### config.mk
export PLATFORM = sky130hd
export DESIGN_NAME = pipe_shifter
export DESIGN_NICKNAME = d
export VERILOG_FILES = /design/src/rtl/shifter_pkg.sv /design/src/rtl/shift_stage.sv /design/src/rtl/pipe_shifter.sv
export SDC_FILE = /design/constraint.sdc
export NUM_CORES = 1
export LEC_CHECK = 0
export ABC_AREA = 1
export BUFFER_PORTS_ARGS = -buffer_cell sky130_fd_sc_hd__buf_2
export CORE_UTILIZATION = 63
export CTS_CLUSTER_SIZE = 14
export DETAILED_ROUTE_END_ITERATION = 10
export GPL_ROUTABILITY_DRIVEN = 0
export PLACE_DENSITY = 0.88
export RECOVER_POWER = 50
export SLEW_MARGIN = 20
export SYNTH_ARGS = -nofsm -noshare
export SYNTH_HDL_FRONTEND = slang
export SYNTH_SLANG_ARGS = --single-unit
### constraint.sdc
create_clock -name clk -period 4 [get_ports clk]
set_input_delay 0.6 -clock clk [delete_from_list [all_inputs] [get_ports clk]]
set_output_delay 0.6 -clock clk [all_outputs]
set_load 0.05 [all_outputs]
### src/rtl/shifter_pkg.sv
// shifter_pkg: shared constants for the pipelined shifter.
//   F_*        : fcode operation selects
//   *_BIT      : bit positions of the {s,z,c,v} flags inside code
//   STAGES     : number of register stages in pipe_shifter
package shifter_pkg;

  localparam logic [3:0] F_SLL = 4'b1000;
  localparam logic [3:0] F_ROL = 4'b1001;
  localparam logic [3:0] F_SRL = 4'b1010;
  localparam logic [3:0] F_SRA = 4'b1011;
  localparam logic [3:0] F_ROR = 4'b1100;

  localparam int S_BIT = 3;
  localparam int Z_BIT = 2;
  localparam int C_BIT = 1;
  localparam int V_BIT = 0;

  localparam int STAGES = 2;

  function automatic logic is_rot(input logic [3:0] f);
    return (f == F_ROL) || (f == F_ROR);
  endfunction

endpackage

### src/rtl/shift_stage.sv
// shift_stage: one stage of the log2 shift network, shifting by the fixed
// amount AMT when en is set.
//   fcode      : operation select (unknown codes pass data through)
//   en         : this stage's bit of the shift amount
//   sign       : MSB of the original operand (signed-overflow reference)
//   din/dout   : data into / out of the stage
//   cin/cout   : last bit shifted out so far
//   vin/vout   : sticky SLL overflow so far
// AMT may equal WIDTH; that instance handles the top bit of the amount.
module shift_stage import shifter_pkg::*; #(
  parameter int WIDTH = 16,
  parameter int AMT   = 1
) (
  input  logic [3:0]       fcode,
  input  logic             en,
  input  logic             sign,
  input  logic [WIDTH-1:0] din,
  input  logic             cin,
  input  logic             vin,
  output logic [WIDTH-1:0] dout,
  output logic             cout,
  output logic             vout
);

  // Rotating by WIDTH is the identity, so reduce the amount modulo WIDTH.
  localparam int ROT   = AMT % WIDTH;
  localparam int ROT_C = (WIDTH - ROT) % WIDTH;
  // Top AMT bits set: the positions SRA refills with the sign.
  localparam logic [WIDTH-1:0] SIGN_MASK = ~({WIDTH{1'b1}} >> AMT);

  always_comb begin
    dout = din;
    cout = cin;
    vout = vin;
    if (en) begin
      case (fcode)
        F_SLL: begin
          dout = din << AMT;
          cout = din[WIDTH-AMT];
          // any departing bit that differs from the original sign overflows
          vout = vin | (|(din[WIDTH-1 -: AMT] ^ {AMT{sign}}));
        end
        F_SRL: begin
          dout = din >> AMT;
          cout = din[AMT-1];
        end
        F_SRA: begin
          dout = (din >> AMT) | (SIGN_MASK & {WIDTH{din[WIDTH-1]}});
          cout = din[AMT-1];
        end
        F_ROL:   dout = (din << ROT) | (din >> ROT_C);
        F_ROR:   dout = (din >> ROT) | (din << ROT_C);
        default: ;
      endcase
    end
  end

endmodule

### src/rtl/pipe_shifter.sv
// pipe_shifter: two-stage pipelined barrel shifter/rotator with flags.
//   clk, rst            : clock, asynchronous active-high reset
//   in_valid/in_ready   : operation handshake (fcode, shift, in)
//   out_valid/out_ready : result handshake (result, code = {s,z,c,v})
// Stage A registers the operation after the low half of the shift network;
// stage B registers the finished result and flags.
module pipe_shifter import shifter_pkg::*; #(
  parameter int WIDTH = 16,
  parameter int SW    = $clog2(WIDTH) + 1
) (
  input  logic             clk,
  input  logic             rst,
  input  logic             in_valid,
  output logic             in_ready,
  input  logic [3:0]       fcode,
  input  logic [SW-1:0]    shift,
  input  logic [WIDTH-1:0] in,
  output logic             out_valid,
  input  logic             out_ready,
  output logic [WIDTH-1:0] result,
  output logic [3:0]       code
);

  localparam int LOG = $clog2(WIDTH);
  localparam int LO  = LOG / 2;       // stages before the A register
  localparam int NHI = LOG - LO + 1;  // stages after it, incl. the amount MSB

  typedef struct packed {
    logic [3:0]       fcode;
    logic [SW-1:0]    shift;
    logic             sign;
    logic [WIDTH-1:0] data;
    logic             carry;
    logic             ovf;
  } op_t;

  logic [STAGES:1] vld_q;
  logic [STAGES:0] vld_pipe;  // [0] = input accept this cycle
  logic            in_fire, a_en, b_en;

  op_t              a_n, a_q;
  logic [WIDTH-1:0] result_q, r;
  logic [3:0]       code_q, code_n;
  logic             c_fin, v_fin;

  // ---------------- low half of the network (before stage A)
  logic [LO:0][WIDTH-1:0] lo_d;
  logic [LO:0]            lo_c, lo_v;

  assign lo_d[0] = in;
  assign lo_c[0] = 1'b0;
  assign lo_v[0] = 1'b0;

  for (genvar k = 0; k < LO; k++) begin : g_lo
    shift_stage #(.WIDTH(WIDTH), .AMT(1 << k)) u_stage (
      .fcode (fcode),
      .en    (shift[k]),
      .sign  (in[WIDTH-1]),
      .din   (lo_d[k]),
      .cin   (lo_c[k]),
      .vin   (lo_v[k]),
      .dout  (lo_d[k+1]),
      .cout  (lo_c[k+1]),
      .vout  (lo_v[k+1])
    );
  end

  always_comb begin
    a_n       = '0;
    a_n.fcode = fcode;
    a_n.shift = shift;
    a_n.sign  = in[WIDTH-1];
    a_n.data  = lo_d[LO];
    a_n.carry = lo_c[LO];
    a_n.ovf   = lo_v[LO];
  end

  // ---------------- high half (before stage B); last instance has AMT=WIDTH
  logic [NHI:0][WIDTH-1:0] hi_d;
  logic [NHI:0]            hi_c, hi_v;

  assign hi_d[0] = a_q.data;
  assign hi_c[0] = a_q.carry;
  assign hi_v[0] = a_q.ovf;

  for (genvar j = 0; j < NHI; j++) begin : g_hi
    shift_stage #(.WIDTH(WIDTH), .AMT(1 << (LO + j))) u_stage (
      .fcode (a_q.fcode),
      .en    (a_q.shift[LO+j]),
      .sign  (a_q.sign),
      .din   (hi_d[j]),
      .cin   (hi_c[j]),
      .vin   (hi_v[j]),
      .dout  (hi_d[j+1]),
      .cout  (hi_c[j+1]),
      .vout  (hi_v[j+1])
    );
  end

  // Rotates take their carry from the finished result; a zero amount never
  // produces a carry. SLL also overflows when the new MSB changes sign.
  always_comb begin
    r     = hi_d[NHI];
    c_fin = hi_c[NHI];
    if (is_rot(a_q.fcode))
      c_fin = (|a_q.shift) & ((a_q.fcode == F_ROL) ? r[0] : r[WIDTH-1]);
    v_fin = hi_v[NHI] | ((a_q.fcode == F_SLL) & (r[WIDTH-1] ^ a_q.sign));
    code_n        = '0;
    code_n[S_BIT] = r[WIDTH-1];
    code_n[Z_BIT] = (r == '0);
    code_n[C_BIT] = c_fin;
    code_n[V_BIT] = v_fin;
  end

  // ---------------- handshake
  assign b_en     = !vld_q[2] || out_ready;
  assign a_en     = !vld_q[1] || b_en;
  assign in_ready = !rst && a_en;
  assign in_fire  = in_valid && in_ready;
  assign vld_pipe = {vld_q, in_fire};

  always_ff @(posedge clk or posedge rst) begin
    if (rst) begin
      vld_q    <= '0;
      a_q      <= '0;
      result_q <= '0;
      code_q   <= '0;
    end else begin
      if (a_en) begin
        vld_q[1] <= vld_pipe[0];
        if (vld_pipe[0]) a_q <= a_n;
      end
      if (b_en) begin
        vld_q[2] <= vld_pipe[1];
        if (vld_pipe[1]) begin
          result_q <= r;
          code_q   <= code_n;
        end
      end
    end
  end

  assign out_valid = vld_q[2];
  assign result    = result_q;
  assign code      = code_q;

endmodule

==> results_dict.tcl <==
set metrics [dict create \
    result_of_the_run "complete, but fails checks" \
    failing_checks "design-rule violations, max-capacitance violations, max-slew violations" \
    cap_viol_max_count 1 \
    postCtsSetupBuffers 0 \
    initial_core_util 0.655 \
    sequential_fraction_of_the_synthesis_area 0.316 \
    regToRegSetupSlack_ns 1.21 \
    floorplan.rows 28 \
    worstReg2RegEnd "a_q[4]" \
    dpl.hpwl_um 7820 \
    grt_pass1_wl_um 17200 \
    mostFrequentLayoutCell "sky130_fd_sc_hd__nand2_1" \
    synth_top_family_by_area "simple AND/OR/NAND/NOR gates" \
    tritoncts.num_buffers 5 \
    worst_r2r_startpoint "vld_q[2]" \
    ant_nets 0 \
    post_cts_resized 0 \
    route.final.wire_length_um 10000 \
    synth_area_in_compound_gates 0.229 \
    preCtsSetupSlack_ns 1.04 \
    ys_warn_count 0 \
    yosys.cell_types.count 38 \
    num_vias 4181 \
    placement.cell_area_sq_mm 0.00410 \
    final.setup_skew_ns 0.0138 \
    placed_cells_incl_taps 687 \
    overall_global_routing_usage 0.338 \
    synth_enable_flop_cells 0 \
    finalHoldWorstSlack_ns 0.486 \
    timing.setup.tns_ns 0 \
    final_net_count 648 \
    cts.reportedPaths.clkPinSlew_ns 0.10 \
    final.period_utilization 0.707 \
    cts.htree.levels 2 \
    finalHoldViolCount 0 \
    synthMuxAreaShare 0 \
    post-route-drc-count 1 \
    worst_hold_path.num_cells 2 \
    synth_fa_ha_area_frac 0 \
    final_cell_mix "sky130_fd_sc_hd__nand2_1 (148), sky130_fd_sc_hd__inv_1 (67), sky130_fd_sc_hd__o21ai_0 (55), sky130_fd_sc_hd__nand3_1 (54), sky130_fd_sc_hd__dfrtp_1 (49)" \
    required_ns 4.22 \
    ys_dominant_reg_cell "sky130_fd_sc_hd__dfrtp_1" \
    detail_route.first_pass.iterations 9 \
    instances_no_fill 695 \
    maxSlewHeadroom -0.665 \
    hold_start "result[4]" \
    timing.reg2reg.worst_path_depth 9 \
    clock_tree.buffer_depth 2 \
    tritoncts_num_sinks 49 \
    antenna_cells 0 \
    post_route_cells_drive_above_1_share 0.165 \
    pwr_density_cell_mw_per_mm2 485 \
    worst_slew_pin_slew_ns 2.50 \
    timing.final.max_slew_violations 50 \
    grt_setup_unrepaired "no" \
    die_w_um 80.5 \
    syn-cell-area_sq_mm 0.00388 \
    die_height_um 80.5 \
    asyncSetResetFlopFracSynth 1.00 \
    worst_setup_path_end_kind "flip-flop" \
    final.setup.worst_slack_ns 1.17 \
    die_area_sq_mm 0.00647 \
    tritoncts "built" \
    synth_xor_area_frac 0.00226 \
    period_minus_slack_ns 2.83 \
    number_of_global_route_vias_before_repair 3772 \
    synth_nets 612 \
    post_drt_wl_per_cell_um 14.4 \
    core_area_sq_mm 0.00592 \
    worstPathArrival_ns 3.05 \
    insertion_delay_ns 0.31 \
    route.detailed.vias_per_inst 6.02 \
    cp-start-kind "input pin" \
    synth_simple_gate_area_frac 0.344 \
    ctsHoldBuffers 0 \
    cp_max_fo 31 \
    synth_seq_cells 49 \
    antenna_found_initial 0 \
    grt_overflow_total 0 \
    finalSetupViolations 0 \
    area_delta_synth_final_pct 7.74 \
    postSynthCellCount 583 \
    cellLeakagePower_nw 2.03 \
    hold_path_end "result[4]" \
    holdCritPathClass "flip-flop to flip-flop" \
    vdd_ir_drop_max_mv 0.375 \
    crit_type "input pin to flip-flop" \
    clock.fmax_mhz 354 \
    fin_area_sq_mm 0.00418 \
    drt_iter0_markers 325 \
    num_io_pins 51 \
    syn_area_per_cell_sq_um 6.65 \
    io_buffers 50 \
    maximum_number_of_pins_on_one_net_before_global_route_repair 50 \
    clock_tree.root_cell "sky130_fd_sc_hd__clkbuf_8" \
]
## state kept, by name (all words and copies together), names as in the netlist
name,cells
vld_q,2
a_q,28
result,16
code,3
## kinds of logic (layout without fill, tap and decap cells)
| logic type | count (synthesis) | after routing |
|---|---|---|
| AND/OR/NAND/NOR | 286 | 286 |
| XOR/XNOR | 1 | 1 |
| flip-flops | 49 | 49 |
| AO/OA/AOI/OAI | 149 | 149 |
| buffers and inverters | 98 | 135 |
## layer usage
metal,share of wire,wire [um],vias up,GRT usage
li1,-,-,2025,-
met1,0.40,4040,1922,0.398
met2,0.51,5080,197,0.591
met3,0.054,538,37,0.0489
met4,0.038,378,0,0.175
met5,0,0,-,0
## cell usage after synthesis (2+ instances only)
master | n | area, sq um
sky130_fd_sc_hd__a21oi_1 | 41 | 205
sky130_fd_sc_hd__a21oi_2 | 2 | 17.5
sky130_fd_sc_hd__a31oi_1 | 4 | 25.0
sky130_fd_sc_hd__buf_2 | 3 | 15.0
sky130_fd_sc_hd__buf_6 | 6 | 67.6
sky130_fd_sc_hd__clkbuf_1 | 14 | 52.6
sky130_fd_sc_hd__clkinv_1 | 2 | 7.51
sky130_fd_sc_hd__dfrtp_1 | 49 | 1230
sky130_fd_sc_hd__inv_1 | 67 | 251
sky130_fd_sc_hd__inv_2 | 4 | 15.0
sky130_fd_sc_hd__nand2_1 | 148 | 556
sky130_fd_sc_hd__nand2_2 | 14 | 87.6
sky130_fd_sc_hd__nand2_4 | 6 | 67.6
sky130_fd_sc_hd__nand3_1 | 54 | 270
sky130_fd_sc_hd__nand3_2 | 5 | 50.1
sky130_fd_sc_hd__nand4_1 | 2 | 12.5
sky130_fd_sc_hd__nor2_1 | 37 | 139
sky130_fd_sc_hd__nor2_2 | 4 | 25.0
sky130_fd_sc_hd__nor2_4 | 5 | 56.3
sky130_fd_sc_hd__nor3_1 | 8 | 40.0
sky130_fd_sc_hd__nor4_1 | 2 | 12.5
sky130_fd_sc_hd__o2111ai_1 | 2 | 17.5
sky130_fd_sc_hd__o21ai_0 | 55 | 275
sky130_fd_sc_hd__o21ai_1 | 2 | 10.0
sky130_fd_sc_hd__o21ai_2 | 3 | 26.3
sky130_fd_sc_hd__o221ai_1 | 16 | 140
sky130_fd_sc_hd__o22ai_1 | 17 | 106
## layout make-up
cell class / instances / area [sq um]
clock buffers: 6 / 72.6
clock inverters: 2 / 15.0
fillers: 501 / 1740
inverters: 74 / 279
multi-input cells: 436 / 2230
flip-flops and latches: 49 / 1230
well taps: 75 / 93.8
repair buffers: 53 / 262
## power by group
part           internal (mW)  switching (mW)
logic                  0.262           0.775
registers              0.610          0.0855
clock network          0.123           0.171
## stage by stage
stage	power, mW	utilization
4_1_cts	2.02	0.708
3_3_place_gp	1.70	0.693
2_1_floorplan	1.51	-
3_5_place_dp	1.73	0.693
5_1_grt	2.17	0.706
6_report	2.03	0.706
## how the worst max path moves through the flow
stage          cells after the start  endpoint  startpoint  slack (ns)
6_report                          11    a_q[4]   out_ready        1.17
5_1_grt                            3   a_q[10]         rst        0.78
4_1_cts                            9   a_q[17]    fcode[0]        1.37
3_5_place_dp                       9   a_q[17]    fcode[0]        1.04
3_3_place_gp                      10    a_q[1]    fcode[0]        1.20
2_1_floorplan                      9    a_q[5]         rst        0.94
## critical path, stage by stage
cell and delay [ns]:
sky130_fd_sc_hd__buf_2 0.09, sky130_fd_sc_hd__inv_1 0.06, sky130_fd_sc_hd__nand3_1 0.08, sky130_fd_sc_hd__nand2_1 0.07, sky130_fd_sc_hd__inv_1 0.05, sky130_fd_sc_hd__nand2_1 0.06
sky130_fd_sc_hd__clkbuf_1 0.85, sky130_fd_sc_hd__inv_1 0.64, sky130_fd_sc_hd__o21ai_0 0.33, sky130_fd_sc_hd__a21oi_1 0.08, sky130_fd_sc_hd__a21oi_1 0.13
Note: power is estimated with default switching activity, not from simulation.
